$ cat config.mk
export PLATFORM = sky130hd
export DESIGN_NAME = sprite_eval
export DESIGN_NICKNAME = d
export VERILOG_FILES = /design/src/rtl/sprite_eval.sv
export SDC_FILE = /design/constraint.sdc
export NUM_CORES = 1
export LEC_CHECK = 0
export CELL_PAD_IN_SITES_DETAIL_PLACEMENT = 1
export CELL_PAD_IN_SITES_GLOBAL_PLACEMENT = 2
export CORE_MARGIN = 2
export CORE_UTILIZATION = 26
export CTS_CLUSTER_SIZE = 30
export DETAILED_ROUTE_END_ITERATION = 10
export PLACE_DENSITY_LB_ADDON = 0.1
export SLEW_MARGIN = 30
export SYNTH_ARGS = -nofsm -noshare
export SYNTH_HDL_FRONTEND = slang
export SYNTH_SLANG_ARGS = --single-unit
$ cat constraint.sdc
create_clock -name clk -period 3.38 [get_ports clk]
set_input_delay 0.338 -clock clk [delete_from_list [all_inputs] [get_ports clk]]
set_output_delay 0.338 -clock clk [all_outputs]
set_load 0.03 [all_outputs]
$ cat src/rtl/sprite_eval.sv
// Per-scanline sprite evaluation: clears secondary OAM, then copies up to SEC_SLOTS
// primary OAM entries that cover the next scanline, flagging sprite 0 and overflow.
module sprite_eval #(
  parameter int OAM_ENTRIES = 64,
  parameter int SEC_SLOTS   = 8
) (
  input  logic       clk,
  input  logic       rst_n,
  input  logic       eval_start,
  input  logic [7:0] next_line_y,
  input  logic       sprite_16,
  input  logic       overflow_clr,
  output logic [7:0] oam_addr,
  input  logic [7:0] oam_data,
  output logic       sec_we,
  output logic [4:0] sec_addr,
  output logic [7:0] sec_data,
  output logic       eval_busy,
  output logic       eval_done,
  output logic [3:0] sec_count,
  output logic       sprite0_in_line,
  output logic       sprite_overflow
);

  localparam int NW  = $clog2(OAM_ENTRIES);
  localparam int SW  = $clog2(SEC_SLOTS);
  localparam int CW  = SW + 2;
  localparam int SLW = $clog2(SEC_SLOTS + 1);

  localparam logic [3:0] S_IDLE      = 4'd0;
  localparam logic [3:0] S_CLEAR     = 4'd1;
  localparam logic [3:0] S_READ_Y    = 4'd2;
  localparam logic [3:0] S_CHECK_Y   = 4'd3;
  localparam logic [3:0] S_COPY1     = 4'd4;
  localparam logic [3:0] S_COPY2     = 4'd5;
  localparam logic [3:0] S_COPY3     = 4'd6;
  localparam logic [3:0] S_OVF_READ  = 4'd7;
  localparam logic [3:0] S_OVF_CHECK = 4'd8;
  localparam logic [3:0] S_DONE      = 4'd9;

  logic [3:0]     state;
  logic [7:0]     line_q;
  logic           tall_q;
  logic [NW-1:0]  n;
  logic [SLW-1:0] slot;
  logic [CW-1:0]  clr_idx;

  logic [8:0]     diff;
  logic           in_range;
  logic           last_n;
  logic [SLW-1:0] slot_after;
  logic [3:0]     adv_state;
  logic [SW-1:0]  slot_idx;

  // The "next sprite" step is folded into the last cycle of each sprite, so a
  // rejected sprite costs READ_Y + CHECK_Y only.
  always_comb begin
    diff       = {1'b0, line_q} - {1'b0, oam_data};
    in_range   = !diff[8] && (diff[7:0] < (tall_q ? 8'd16 : 8'd8)) && (oam_data < 8'hEF);
    last_n     = (n == NW'(OAM_ENTRIES - 1));
    slot_after = (state == S_COPY3) ? slot + SLW'(1) : slot;
    slot_idx   = slot[SW-1:0];
    if (last_n)
      adv_state = S_DONE;
    else if (slot_after == SLW'(SEC_SLOTS))
      adv_state = S_OVF_READ;
    else
      adv_state = S_READ_Y;
  end

  // NOTE: every output gets a default before the case so no path leaves one
  // unassigned; otherwise a latch would be inferred.
  always_comb begin
    oam_addr = 8'd0;
    sec_we   = 1'b0;
    sec_addr = 5'd0;
    sec_data = 8'hFF;
    case (state)
      S_CLEAR: begin
        sec_we   = 1'b1;
        sec_addr = 5'(clr_idx);
      end
      S_READ_Y, S_OVF_READ: oam_addr = 8'({n, 2'b00});
      S_CHECK_Y: begin
        oam_addr = 8'({n, 2'b01});
        if (in_range) begin
          sec_we   = 1'b1;
          sec_addr = 5'({slot_idx, 2'b00});
          sec_data = oam_data;
        end
      end
      S_COPY1: begin
        oam_addr = 8'({n, 2'b10});
        sec_we   = 1'b1;
        sec_addr = 5'({slot_idx, 2'b01});
        sec_data = oam_data;
      end
      S_COPY2: begin
        oam_addr = 8'({n, 2'b11});
        sec_we   = 1'b1;
        sec_addr = 5'({slot_idx, 2'b10});
        sec_data = oam_data;
      end
      S_COPY3: begin
        sec_we   = 1'b1;
        sec_addr = 5'({slot_idx, 2'b11});
        sec_data = oam_data;
      end
      default: ;
    endcase
  end

  assign eval_busy = (state != S_IDLE) && (state != S_DONE);
  assign eval_done = (state == S_DONE);
  assign sec_count = 4'(slot);

  // NOTE: all state updates use non-blocking assignments so every register
  // samples the pre-edge values, regardless of statement order.
  always_ff @(posedge clk) begin
    if (!rst_n) begin
      state           <= S_IDLE;
      line_q          <= 8'd0;
      tall_q          <= 1'b0;
      n               <= '0;
      slot            <= '0;
      clr_idx         <= '0;
      sprite0_in_line <= 1'b0;
      sprite_overflow <= 1'b0;
    end else begin
      // A set later in this block overrides this clear in the same cycle.
      if (overflow_clr) sprite_overflow <= 1'b0;

      if (eval_start) begin
        state           <= S_CLEAR;
        line_q          <= next_line_y;
        tall_q          <= sprite_16;
        n               <= '0;
        slot            <= '0;
        clr_idx         <= '0;
        sprite0_in_line <= 1'b0;
      end else begin
        case (state)
          S_CLEAR: begin
            clr_idx <= clr_idx + CW'(1);
            if (clr_idx == CW'(4 * SEC_SLOTS - 1)) state <= S_READ_Y;
          end
          S_READ_Y: state <= S_CHECK_Y;
          S_CHECK_Y: begin
            if (in_range) begin
              state <= S_COPY1;
              if (n == '0) sprite0_in_line <= 1'b1;
            end else begin
              n     <= n + NW'(1);
              state <= adv_state;
            end
          end
          S_COPY1: state <= S_COPY2;
          S_COPY2: state <= S_COPY3;
          S_COPY3: begin
            slot  <= slot_after;
            n     <= n + NW'(1);
            state <= adv_state;
          end
          S_OVF_READ: state <= S_OVF_CHECK;
          S_OVF_CHECK: begin
            if (in_range) begin
              sprite_overflow <= 1'b1;
              state           <= S_DONE;
            end else if (last_n) begin
              state <= S_DONE;
            end else begin
              n     <= n + NW'(1);
              state <= S_OVF_READ;
            end
          end
          S_DONE:  state <= S_IDLE;
          default: state <= S_IDLE;
        endcase
      end
    end
  end

endmodule
## Yosys cells after proc, flatten, opt, wreduce, memory -nomap -nowiden

Index checks and enable logic that the tools add are counted.

- Input bits: 21
- Flip-flop bits (word level): 30
- Logic and storage cells: 72
- Output and inout bits: 30

- Equality and inequality tests: 18
- Magnitude comparators: 2
- Bitwise operators: 1
- Reductions and logical operators: 13
- $add $sub $neg: 4
- Muxes and demuxes: 25

Operators by type and width:

| kind | count |
|---|---|
| $pmux W4 S8 | 1 |
| $pmux W8 S4 | 1 |
| $pmux W5 S5 | 1 |
| $mux W4 | 6 |
| $mux W6 | 3 |
| $pmux W6 S3 | 1 |
| $eq A4 B3 Y1 const B | 4 |
| $pmux W8 S2 | 1 |
| $eq A4 B4 Y1 const B | 3 |
| $mux W5 | 2 |
| $sub A8 B8 Y9 | 1 |
| $eq A4 B2 Y1 const B | 2 |
| $lt A8 B5 Y1 | 1 |
| $lt A8 B8 Y1 const B | 1 |
| $mux W8 | 1 |
| $ne A2 B2 Y1 const B | 4 |
| $add A6 B1 Y6 const B | 1 |
| $eq A6 B6 Y1 const B | 1 |
| $logic_not A6 Y1 | 1 |
| $mux W1 | 6 |
| $add A5 B1 Y5 const B | 1 |
| $eq A5 B5 Y1 const B | 1 |
| $add A4 B1 Y4 const B | 1 |
| $eq A4 B1 Y1 const B | 1 |
| 14 further kinds | 17 |

## Longest topological paths before layout

Gate-level depths: netlist (run 1).

- Depth after elaboration: 8
- Gate-level depth with buffers: 13
- Gate-level depth less buffers: 12

## Worst setup path after synthesis (run 1)

OpenSTA, ideal clock, no wires.

- Path kind: input port to output port
- From: input oam_data[2]
- To: output sec_addr[2]
- Path slack: -0.260 ns
- Data required time: 3.042 ns
- Buffers on the path: 0
- Data arrival time: 3.302 ns
- Stages: 11
- Path through: inv_1 > ha_1 > a21o_1 > a21oi_1 > nand2_1 > xor2_1 > ha_1 > or4_4 > nor4_4 > nand4_2 > a211oi_1

- Longest elaborated chain between the ends: 6
- Elaborated cells on any way between the ends: 8
- Classes of those cells: 1 x add/sub; 2 x order compare; 2 x mux; 3 x reduce/logical

RTL lines:

| item | line | source |
|---|---|---|
| from (decl) | 14 | `input logic [7:0] oam_data,` |
| $sub A8 B8 Y9 | 58 | `diff = {1'b0, line_q} - {1'b0, oam_data};` |
| $lt A8 B5 Y1 or $logic_not A1 Y1 (tied branches) | 59 | `in_range = !diff[8] && (diff[7:0] < (tall_q ? 8'd16 : 8'd8)) && (oam_data < 8'hEF);` |
| $logic_and A1 B1 Y1 | 59 |  |
| $logic_and A1 B1 Y1 (*) | 59 |  |
| $mux W5 (*) | 86 | `if (in_range) begin` |
| $pmux W5 S5 (*) | 78 | `case (state)` |
| to (decl) | 16 | `output logic [4:0] sec_addr,` |

Every way passes the cells marked *; elsewhere a longest branch is shown, timed or not.

## Final worst setup path (run 1)

- From: register line_q[2]
- To: output sec_addr[3]

- Longest elaborated chain between the ends: 6
- Elaborated cells on any way between the ends: 7
- Classes of those cells: 1 x add/sub; 1 x order compare; 2 x mux; 3 x reduce/logical

RTL lines:

| item | line | source |
|---|---|---|
| from (decl) | 42 | `logic [7:0] line_q;` |
| from (signal assigned) | 135 | `line_q <= next_line_y;` |
| $sub A8 B8 Y9 (*) | 58 |  |
| $lt A8 B5 Y1 or $logic_not A1 Y1 (tied branches) | 59 |  |
| $logic_and A1 B1 Y1 (*) (2 in series) | 59 |  |
| $mux W5 (*) | 86 |  |
| $pmux W5 S5 (*) | 78 |  |

Marked as above.

==> summary.txt, run 1 <==
Global route
  • Largest net degree at the start of global routing: 20
  • Initial antenna violation count: 0
  • Tot GR Track Use: between 15 and 20%
  • Vias in the first global route: about 2400
  • First-pass GRT wire length: 12300 um
  • GRT overflow: 0

Placement
  • Placed insts: approximately 470
  • Placer Congestion: roughly 0.77
  • Port Buffer Count: 50
  • Worst Setup Slack post-DPL: -1.02 ns
  • HPWL after detailed placement: between 5000 and 6000 um
  • Placed Instance Area: between 3000 and 4000 um^2

Timing
  • Final period utilization: 102%
  • Rel. slew slack: 61.8%
  • RSZ-0062 raised after global routing: true
  • Final setup viols: 9
  • Worst Tran Pin Value: 0.568 ns
  • Fin. max-slew vios: 0
  • Setup ws final: -0.0773 ns
  • Min Clock Period, post-route: ~3.5 ns
  • Post-Route Setup TNS: -0.471 ns
  • Top achievable clock speed: between 200 and 300 MHz
  • Clock Skew: around 0.0025 ns
  • Final Hold Viols: 0

Logic synthesis
  • Synth Warn #: 0
  • Mux cell area share after synthesis: just under 7%
  • Post-synth top flop: dfxtp_1
  • Syn_area_per_cell: between 7 and 8 um^2
  • Library cells used by synthesis: 52
  • Syn Inst Count: approximately 290
  • Largest family of logic cells by synthesized area: simple AND/OR/NAND/NOR gates
  • #FFs+latches synth: 30
  • Area of the mapped netlist: about 2200 um^2
  • Sequential share of the synthesized area: a little over a quarter
  • Post-synth EDFFs: 0
  • Simple-Gate Fraction of Synth Area: 31.3%
  • Adder-cell share of the synthesized area: 7.95%
  • Post-Synth XOR/XNOR Area: under 10%
  • Post-synthesis async set-or-reset flop share: 0%
  • Mapped Nets: 320
  • Post-synthesis compound-gate area fraction: roughly 17%

Floorplan
  • Die H: 96.0 um
  • Area of the core: just over 8000 um^2
  • # rows: 33
  • Initial Util: a little over a quarter
  • Die W: slightly below 100 um
  • # IOs: 51
  • Die ar.: about 9200 um^2

Finish
  • Fin area: ~3300 um^2
  • FILL cells: approximately 1000
  • Most frequent cells in the layout: buf_4, clkdlybuf4s50_1, nand2_1
  • Register area: 604 um^2
  • Commonest non-fill, non-tap cell in the layout: buf_4
  • Non-Filler Instances: 483
  • # diodes: 0
  • Nets: slightly above 400
  • Fraction of layout cells with a size suffix above 1: around 25%
  • Area used by multi-input combinational logic: around 1600 um^2
  • Area Growth Syn to Fin: 51.3%

Run
  • Max-cap violation count: 0

Setup path
  • Worst Reg-to-Reg Cells: 14
  • CP Cell Sequence: ha_4 > a21o_1 > a21oi_2 > nand2_1 > xor2_1 > ha_2 > or4_4 > nor4_4 > nand4_4 > a21oi_4 > buf_6 > a22o_4 > buf_6
  • CP required: a little over 3 ns
  • CP Buf/Inv Count: 2
  • Crit Path Category: reg2out
  • Slowest stage delay, CP: approximately 0.49 ns
  • Reg2reg setup slack: 0.28 ns
  • CP dominant cell by count: buf_6
  • CP top delay family: simple AND/OR/NAND/NOR gates
  • R2R Path End: n[5]$_SDFFE_PP0P_
  • Worst r2r src: line_q[2]$_SDFFE_PN0P_
  • Arrival time worst endpoint: ~3.1 ns
  • Max FO, Critical Path: 3
  • Setup crit end kind: primary output
  • Slowest CP cell: or4_4
  • Startpoint Class: register

Clock tree
  • Root buf cell: clkbuf_8
  • Num CTS Buffers: 5
  • Clk slew on worst S/H paths: around 0.07 ns
  • Clk buf depth: 2
  • Clk_lat worst skew: 0.28 ns
  • H-tree Lvls: 2
  • CTS tree: built
  • Hold buffers post-CTS: 0
  • Number of clock sinks: 30

Min path
  • Hold path depth: 1
  • Hold Crit Endpoint: sprite0_in_line$_SDFFE_PP0P_
  • Worst hold path class: reg2reg
  • Min-Delay Startpoint: sprite0_in_line$_SDFFE_PP0P_

Routing
  • Post-route ant nets: 0
  • Via density: around 4.8
  • Drt pass-1 iters: 5
  • WL/cell: between 15 and 20 um
  • # DRC: 0
  • Starting DRT DRC Count: 54
  • Via count: 2315
  • Routed WL: approximately 7500 um

Status
  • Status: complete, but fails checks
  • Failing checks: setup timing

Power
  • Max VDD drop: 0.000136 V
  • Power density of the placed cells: about 260 nW/um^2
  • P_leak: ~1.4 nW
worst max-delay path by stage:
| stage | slack [ns] | cells past startpoint | endpoint | start |
|---|---|---|---|---|
| after detailed placement | -1.02 | 14 | sec_data[7] | oam_data[2] |
| after global placement | -0.91 | 14 | sec_data[5] | oam_data[2] |
| final | -0.08 | 13 | sec_addr[3] | line_q[2]$_SDFFE_PN0P_ |
| after CTS | -0.06 | 13 | sec_data[0] | line_q[2]$_SDFFE_PN0P_ |
| after floorplan | -0.001 | 12 | sec_addr[3] | oam_data[2] |
| after global routing | -0.20 | 13 | sec_data[2] | line_q[2]$_SDFFE_PN0P_ |
through the flow:
stage / util [%] / hold WS (ns) / power [mW]
after floorplan: - / 0.466 / 0.468
after global placement: 37.5 / 0.452 / 0.556
after detailed placement: 37.5 / 0.464 / 0.558
after CTS: 39.7 / 0.482 / 0.884
after global routing: 40.6 / 0.500 / 0.932
final: 40.6 / 0.476 / 0.877
cell families after synthesis:
| logic type | after synthesis |
|---|---|
| DFF | 30 |
| and+or+nand+nor | 129 |
| AOI/OAI and AO/OA | 57 |
| buffers and inverters | 31 |
| muxes | 15 |
| xor gates and xnor gates | 9 |
| adders and majority gates | 14 |
synth_stat cells (all sizes together), types with 2 or more instances:
master	instances	share of area, %
nor3	9	2.3
nand2	32	5.5
xor2	5	2.0
mux2i	14	6.4
nor3b	2	0.68
nor4	5	2.1
nand2b	8	2.3
buf	5	1.3
a22o	3	1.2
a211oi	4	1.4
or2	2	0.57
o21ai	11	2.5
a21oi	19	4.8
ha	14	8.0
inv	17	2.9
a31oi	3	0.85
nand4	5	1.7
xnor2	4	1.6
nor2	27	4.6
nor2b	12	3.4
nand3	9	2.3
o211ai	4	1.4
o31ai	2	0.68
dfxtp	30	27
a41oi	2	0.80
and3	5	1.5
and2	6	1.7
clkbuf	9	1.5
o21a	3	1.0
state kept, by name (all words and copies together), names as in the netlist:
signal and count:
state 4, clr_idx 5, n 6, sec_count 4
line_q 8, tall_q 1, sprite0_in_line 1, sprite_overflow 1
routing by layer:
layer | global-route usage (%) | routed length (um) | up-vias
met5 | 0 | 0 | -
met4 | 3.81 | 30 | 0
met3 | 2.66 | 166 | 4
met2 | 27.4 | 3430 | 30
met1 | 24.2 | 3850 | 1089
li1 | - | - | 1192
power breakdown:
part	total (mW)	switching, mW	internal, mW
Combinational	0.197	0.0937	0.103
Sequential	0.368	0.00726	0.361
Clock	0.312	0.148	0.164
what timing repair did:
action / in CTS / in global routing
hold endpoints to repair: 0 / 0
setup endpoints to repair: 18 / 12
setup buffers: 7 / 2
cloned: 1 / 0
pin swaps: 13 / 4
gates resized for setup: 65 / 14
final cells by class:
| cell class | instances | area share, % |
|---|---|---|
| inverters | 17 | 1.92 |
| multi-input cells | 225 | 47.5 |
| repair buffers | 98 | 25.8 |
| clock inverters | 1 | 0.150 |
| flip-flops and latches | 30 | 18.1 |
| clock buffers | 7 | 2.59 |
| well taps | 105 | 3.94 |
worst reg2reg max path, delay by kind of cell (launching register included):
family | cells | cell delay [ns]
muxes | 1 | 0.21
DFF | 1 | 0.36
AOI/OAI and AO/OA | 4 | 0.63
buffers and inverters | 3 | 0.47
xor gates and xnor gates | 1 | 0.15
adders and majority gates | 2 | 0.41
and+or+nand+nor | 3 | 0.80
No activity file was read; power rests on OpenSTA's default activity.
==> run 2, diff against run 1 <==
Settings changed: CELL_PAD_IN_SITES_DETAIL_PLACEMENT 1 to 0.
==> summary.txt, run 2 (synthesis gave the netlist of run 1 again) <==
Setup path
  • Critical Path Stages: 14 (+1)
  • Startpoint Class: register
  • R2R Path End: n[5]$_SDFFE_PP0P_
  • Slowest CP cell: or4_4
  • Slowest stage delay, CP: 0.49 ns (about the same)
  • Reg2reg setup slack: 0.51 ns (+0.23 ns)
  • Critical path origin: line_q[2]$_SDFFE_PN0P_
  • CP required: 3.04 ns (about the same)
  • CP Cell Sequence: ha_4 > a21o_1 > a21oi_2 > nand2_1 > xor2_1 > ha_2 > or4_4 > nor4_4 > nand4_2 > a21oi_4 > buf_6 > buf_6 > a22o_4 > buf_6
  • Worst Reg-to-Reg Cells: 13 (-1)
  • Setup crit end kind: primary output
  • Max FO, Critical Path: 3 (unchanged)
  • CP top delay family: simple AND/OR/NAND/NOR gates
  • Crit Path Category: reg2out
  • CP dominant cell by count: buf_6
  • Worst r2r src: line_q[2]$_SDFFE_PN0P_
  • CP Buf/Inv Count: 3 (+1)
  • Arrival time worst endpoint: 3.06 ns (-0.06 ns)
  • CP endpoint: sec_addr[3]

Global route
  • Initial antenna violation count: 0 (unchanged)
  • Vias in the first global route: 2244 (-7.2%)
  • Largest net degree at the start of global routing: 19 (-5.0%)
  • Tot GR Track Use: 15.7% (-1.4 points)
  • GRT overflow: 0 (unchanged)
  • First-pass GRT wire length: 11100 um (-9.1%)

Finish
  • FILL cells: 867 (-14%)
  • # diodes: 0 (unchanged)
  • Biggest regs: line_q (8), n (6), clr_idx (5)
  • Fraction of layout cells with a size suffix above 1: 25.7% (+0.33 points)
  • Non-Filler Instances: 482 (-0.21%)
  • Nets: 413 (+0.24%)
  • Fin area: 3330 um^2 (about the same)
  • Most frequent cells in the layout: buf_4, clkdlybuf4s50_1, nand2_1
  • Max FFs per register: 8 (unchanged)
  • Most flop-heavy register: line_q
  • Area Growth Syn to Fin: 51.4% (about the same)
  • Commonest non-fill, non-tap cell in the layout: buf_4

Floorplan
  • Area of the core: 8220 um^2 (unchanged)
  • # IOs: 51 (unchanged)
  • Initial Util: 26.8% (unchanged)
  • Die W: 96.0 um (unchanged)
  • Die ar.: 9220 um^2 (unchanged)
  • # rows: 33 (unchanged)
  • Die H: 96.0 um (unchanged)

Clock tree
  • Clk_lat worst skew: 0.28 ns (about the same)
  • Num CTS Buffers: 5 (unchanged)
  • Clk buf depth: 2 (unchanged)
  • Hold buffers post-CTS: 0 (unchanged)
  • H-tree Lvls: 2 (unchanged)
  • CTS tree: built
  • Root buf cell: clkbuf_8
  • Number of clock sinks: 30 (unchanged)
  • Clk slew on worst S/H paths: 0.06 ns (about the same)

Timing
  • Rel. slew slack: 61.7% (-0.13 points)
  • Worst Tran Pin Value: 0.570 ns (+0.00199 ns)
  • Post-Route Setup TNS: -0.0384 ns (+0.433 ns)
  • Final period utilization: 101% (-1.7 points)
  • Min Clock Period, post-route: 3.40 ns (-0.0559 ns)
  • WHS: 0.468 ns (-0.00790 ns)
  • Fin. max-slew vios: 0 (unchanged)
  • Clock Skew: 0.00664 ns (+0.00411 ns)
  • Setup ws final: -0.0214 ns (+0.0559 ns)
  • Final setup viols: 2 (-7)
  • Final Hold Viols: 0 (unchanged)
  • Top achievable clock speed: 294 MHz (+1.6%)
  • RSZ-0062 raised after global routing: true

Placement
  • HPWL after detailed placement: 5160 um (-6.7%)
  • Placer Congestion: 0.767 (unchanged)
  • Port Buffer Count: 50 (unchanged)
  • Worst Setup Slack post-DPL: -0.979 ns (+0.0434 ns)
  • Placed Instance Area: 3080 um^2 (unchanged)
  • Placed insts: 468 (unchanged)

Power
  • P_leak: 1.36 nW (-0.22%)
  • Max VDD drop: 0.000132 V (-3.0%)
  • Power density of the placed cells: 256 nW/um^2 (-2.8%)

Routing
  • Via density: 4.72 (-1.6%)
  • WL/cell: 14.4 um (-7.3%)
  • Drt pass-1 iters: 4 (-1)
  • Via count: 2273 (-1.8%)
  • Post-route ant nets: 0 (unchanged)
  • Routed WL: 6920 um (-7.5%)
  • # DRC: 0 (unchanged)
  • Starting DRT DRC Count: 71 (+31%)

Status
  • Failing checks: setup timing
  • Status: complete, but fails checks

Min path
  • Min-Delay Startpoint: sprite0_in_line$_SDFFE_PP0P_
  • Worst hold path class: reg2reg

Run
  • Max-cap violation count: 0 (unchanged)
## run 2: cell count changes in the layout (fill, tap and decap cells not counted), sizes merged
cell,previous run,this run
clkinv,1,0
clkbuf,8,6
a21oi,20,19
buf,59,62
## run 2: how the worst min path moves through the flow
stage | cells past startpoint | to
global placement | 1 | sprite0_in_line$_SDFFE_PP0P_
floorplan | 1 | line_q[0]$_SDFFE_PN0P_
CTS | 1 | sprite0_in_line$_SDFFE_PP0P_
detailed placement | 1 | sprite0_in_line$_SDFFE_PP0P_
global route | 1 | sprite0_in_line$_SDFFE_PP0P_
finish | 1 | sprite0_in_line$_SDFFE_PP0P_
## run 2: per-layer routing
| metal | vias to the layer above | share of wire, % | GRT usage (%) |
|---|---|---|---|
| li1 | 1188 | - | - |
| met1 | 1033 | 52 | 22.4 |
| met2 | 45 | 43 | 24.4 |
| met3 | 7 | 3.9 | 2.82 |
| met4 | 0 | 1.2 | 4.05 |
| met5 | - | 0 | 0 |
## run 2: area by class of cell
class	instances	area (um^2)	area share, %
Timing Repair Buffer	100	891	26.7
Clock buffer	6	82.6	2.48
Sequential cell	30	604	18.1
Tap cell	105	131	3.94
Multi-Input combinational cell	224	1560	46.8
Inverter	17	63.8	1.91
## run 2: stage by stage
stage / total power, mW / util, %
floorplan: 0.468 / -
global placement: 0.556 / 37.5
detailed placement: 0.556 / 37.5
CTS: 0.864 / 40.3
global route: 0.898 / 40.6
finish: 0.853 / 40.6
## run 2: timing repair
action                                 CTS  global route
pin swaps                               10             4
endpoints found under the hold margin    0             0
buffers inserted                        10             3
resized for setup                       73             9
gates cloned                             0             0
setup endpoints to repair               13            12
## run 2: where the power goes
group	total, mW	internal (mW)	switching [mW]
Clock	0.294	0.157	0.137
Sequential	0.368	0.361	0.00745
Combinational	0.191	0.105	0.0865
==> variant 1: new RTL, flow settings as in run 1 <==
Put a register stage on the output `sec_count`, without a reset. The value now appears one clock later. The other outputs are not delayed to match.
--- a/src/rtl/sprite_eval.sv
+++ b/src/rtl/sprite_eval.sv
@@ -112,7 +112,9 @@
 
   assign eval_busy = (state != S_IDLE) && (state != S_DONE);
   assign eval_done = (state == S_DONE);
-  assign sec_count = 4'(slot);
+  always_ff @(posedge clk) begin
+    sec_count <= 4'(slot);
+  end
 
   // NOTE: all state updates use non-blocking assignments so every register
   // samples the pre-edge values, regardless of statement order.
Function: no difference found for any inputs over 10 cycles, from zero or initial values and one cycle with rst_n low; that may be too few to reach the edited logic, so the function may still have changed.
==> variant 1 against run 1 <==
- the flow still finishes with violations (negative setup slack)
- critical path depth is 2 higher
- design area is 9.1% higher
- core utilization is 1.5 points higher
- routed wire length is 4.9% higher
- area after synthesis is 4.1% higher
- non-clock buffer count is 5 higher
- total power is 31% higher
- clock skew is 0.0090 ns higher
- sequential cell count is 4 higher
- worst setup slack worse by 0.093 ns
- largest cell class unchanged
- highest routed layer unchanged
==> variant 1: results (changes against run 1) <==
- Sum Neg Setup Slack: -0.9650 ns (-0.4936 ns)
- Total power density per cell area: 316.4 nW/µm² (+20%)
- Placed wire-length estimate after detailed placement: 5847 µm (+5.6%)
- Number of endpoints failing setup at the final stage: 12 (+3)
- Seq/Total Area, Yosys: 0.2969 (+0.02422)
- Violations in the final reports: negative setup slack
- Worst Clk Skew: 0.01156 ns (+0.009027 ns)
- Largest net degree at the start of global routing: 17 (-15%)
- Met3 WL post-DR: 282 µm (+70%)
- Status: finished, violations left
- Leakage power of the design: 1.486 nW (+9.0%)
- VDD IR max: 0.1926 mV (+42%)
- Leading post-synthesis cells by cell area: dfxtp_1 30%, ha_1 7.6%, mux2i_1 5.7%, nand2_1 5.1%, nor2b_1 4.1%
- Mean routed wirelength per cell: 15.95 µm (+3.0%)
- Global-route track usage on met1: 0.2044 (-0.03779)
- Fill count: 1021 (+0.99%)
- Worst stage delay on the critical path: 0.36 ns (-0.13 ns)
- Global-route wire length before repair: 12880 µm (+5.1%)
- # Post-CTS Setup Buffers: 12 (+5)
- Vias per Instance: 4.890 (+2.0%)
- Worst setup timing slack at the placement stage: -0.8394 ns (+0.1826 ns)
- Syn_nets: 319 (-0.31%)
- Minimum setup slack in the final design: -0.1705 ns (-0.09319 ns)
- Placed instance area: 3243 µm² (+5.2%)
- Global-route track usage on met2: 0.3051 (+0.03075)
- Total of cells resized after clock tree synthesis: 79 (+22%)
- Register share of total power: 0.366 (-0.053)
- Worst slew margin relative to its limit: 0.5225 (-0.09566)
- Worst Path Arrival: 3.21 ns (+0.09 ns)
- GRT Resource Usage Total: 0.1660 (-0.005499)
- Share of layout cells above drive strength 1: 0.2995 (+0.04551)
- Number of nets at the end of the flow: 418 (+1.5%)
- Synthesized netlist cell count: 284 (-0.35%)
- Met2 WL post-DR: 4028 µm (+17%)
- Routed wire length: 7849 µm (+4.9%)
- DR iter-0 viols: 66 (+22%)
[variant 1: cell types whose count changed in the layout (fill, tap and decap cells not counted), sizes merged, moves of 4 or more]
cell and change:
nor2 -6, nor3 -4, buf +6, o211ai -4
dfxtp +4
[variant 1: critical path: cells and delay by family (launching register included)]
| family | cells | cell delay [ns] |
|---|---|---|
| compound gates | 7 | 1.27 |
| xor+xnor | 1 | 0.14 |
| fa+ha+maj | 2 | 0.48 |
| buf+inv | 3 | 0.38 |
| flops | 1 | 0.36 |
| simple gates | 2 | 0.29 |
[variant 1: kinds of logic (layout without fill, tap and decap cells)]
family                     after synthesis  count (layout)  share of synthesized area
AOI/OAI and AO/OA                       69              69                     0.2167
adders and majority gates               14              14                    0.07642
buffers and inverters                   25             125                    0.04148
and+or+nand+nor                        120             120                     0.2762
DFF                                     34              34                     0.2969
muxes                                   14              14                    0.06168
xor gates and xnor gates                 8               8                    0.03056
[variant 1: final cells by class]
type / count / area (µm²) / area share
Multi-Input combinational cell: 225 / 1710 / 0.4706
Timing Repair Buffer: 103 / 915.9 / 0.2520
Tap cell: 108 / 135.1 / 0.03718
Sequential cell: 34 / 683.2 / 0.1880
Clock inverter: 3 / 68.82 / 0.01893
Inverter: 14 / 52.55 / 0.01446
Clock buffer: 5 / 68.82 / 0.01893
[variant 1: final timing paths]
| kind | cells past startpoint | slack, ns | start | end |
|---|---|---|---|---|
| max | 15 | -0.17 | line_q[2] | sec_addr[4] |
| min | 0 | 0.39 | slot[3] | sec_count[3] |
| max reg2reg | 16 | 0.24 | line_q[2] | state[3] |
| min reg2reg | 0 | 0.39 | slot[3] | sec_count[3] |
==> variant 2: new RTL, flow settings as in run 1 <==
Made on the original files. Set the parameter `SEC_SLOTS` to 16 (it was 8).
--- a/src/rtl/sprite_eval.sv
+++ b/src/rtl/sprite_eval.sv
@@ -2,7 +2,7 @@
 // primary OAM entries that cover the next scanline, flagging sprite 0 and overflow.
 module sprite_eval #(
   parameter int OAM_ENTRIES = 64,
-  parameter int SEC_SLOTS   = 8
+  parameter int SEC_SLOTS   = 16
 ) (
   input  logic       clk,
   input  logic       rst_n,
Behaviour: same outputs for any inputs over 10 cycles, from zero or initial values and one cycle with rst_n low; that may be too few to reach the edited logic, so the function may still have changed.
==> variant 2 against run 1 <==
- die area grew 5.5%
- clock skew grew 0.0082 ns
- area after synthesis grew 5.7%
- worst setup slack gained 0.17 ns
- total power grew 7.6%
- largest power group unchanged
- design area grew 0.94%
- combinational power grew 18%
- routed wire length grew 3.4%
- sequential cell count grew 2
- clock power grew 2%
- fmax grew 5.1%
==> variant 2: results (changes against run 1) <==
- Status: finished, final reports clean
- Total iterations of the first detailed-routing run: 4 (-1)
- Post-synthesis xor/xnor area fraction: 0.03761 (+0.001819)
- VDD IR max: 0.1313 mV (-3.5%)
- Global-route track usage on met1: 0.2159 (-0.02629)
- GRT Resource Usage Total: 0.1660 (-0.005568)
- # Post-CTS Setup Buffers: 1 (-6)
- Final weighted congestion in routability-driven placement: 0.7617 (-0.69%)
- Dpl cells: 470 (+0.43%)
- Met3 WL post-DR: 146 µm (-12%)
- Number of nets at the end of the flow: 406 (-1.5%)
- Worst stage delay on the critical path: 0.45 ns (-0.04 ns)
- Global-route wire length before repair: 13040 µm (+6.4%)
- Placed wire-length estimate after detailed placement: 5887 µm (+6.3%)
- Total of cells resized after clock tree synthesis: 56 (-14%)
- Portion of netlist area occupied by mux cells: 0.05588 (-0.01287)
- Clk tree area frac: 0.02753 (+0.0001171)
- Multi-Input Combinational: 230 (+2.2%)
- Clock latency on the worst-skew pair: 0.30 ns (+0.02 ns)
- Fraction of area in multi-input gates: 0.4940 (+0.01939)
- Seq/Total Area, Yosys: 0.2751 (+0.002394)
- Leading post-synthesis cells by cell area: dfxtp_1 28%, ha_1 7.0%, mux2i_1 5.6%, nor2b_1 5.1%, a21oi_1 3.9%
- Routed via count: 2475 (+6.9%)
- Share of layout cells above drive strength 1: 0.2306 (-0.02341)
- Mean routed wirelength per cell: 16.09 µm (+3.9%)
- Leakage power of the design: 1.315 nW (-3.5%)
- WL met1: 3727 µm (-3.3%)
- GR met3 Demand/Resource: 0.02411 (-0.002511)
## variant 2: through the flow
stage / power [mW] / hold slack [ns] / setup WS [ns]
5_1_grt: 0.9933 / 0.5270 / 0.0004419
2_1_floorplan: 0.5013 / 0.4584 / 0.1772
3_3_place_gp: 0.6024 / 0.4541 / -0.5776
4_1_cts: 0.9526 / 0.4908 / 0.05325
3_5_place_dp: 0.6055 / 0.4702 / -0.6657
6_report: 0.9436 / 0.4838 / 0.08997
## variant 2: power by group
group	switching, mW	leakage (nW)	total [mW]	internal, mW
Sequential	0.00842	0.260	0.393	0.385
Clock	0.173	0.0404	0.319	0.146
Combinational	0.107	1.01	0.232	0.125
Total	0.288	1.32	0.944	0.656
## variant 2: path summary, 6_finish.rpt
path	cells past startpoint	to	start	slack, ns
worst max register to register	12	sprite_overflow	line_q[2]	0.70
worst max-delay path	12	sec_addr[3]	oam_data[5]	0.09
worst min-delay path	2	sprite_overflow	sprite_overflow	0.48
worst min register to register	2	sprite_overflow	sprite_overflow	0.48
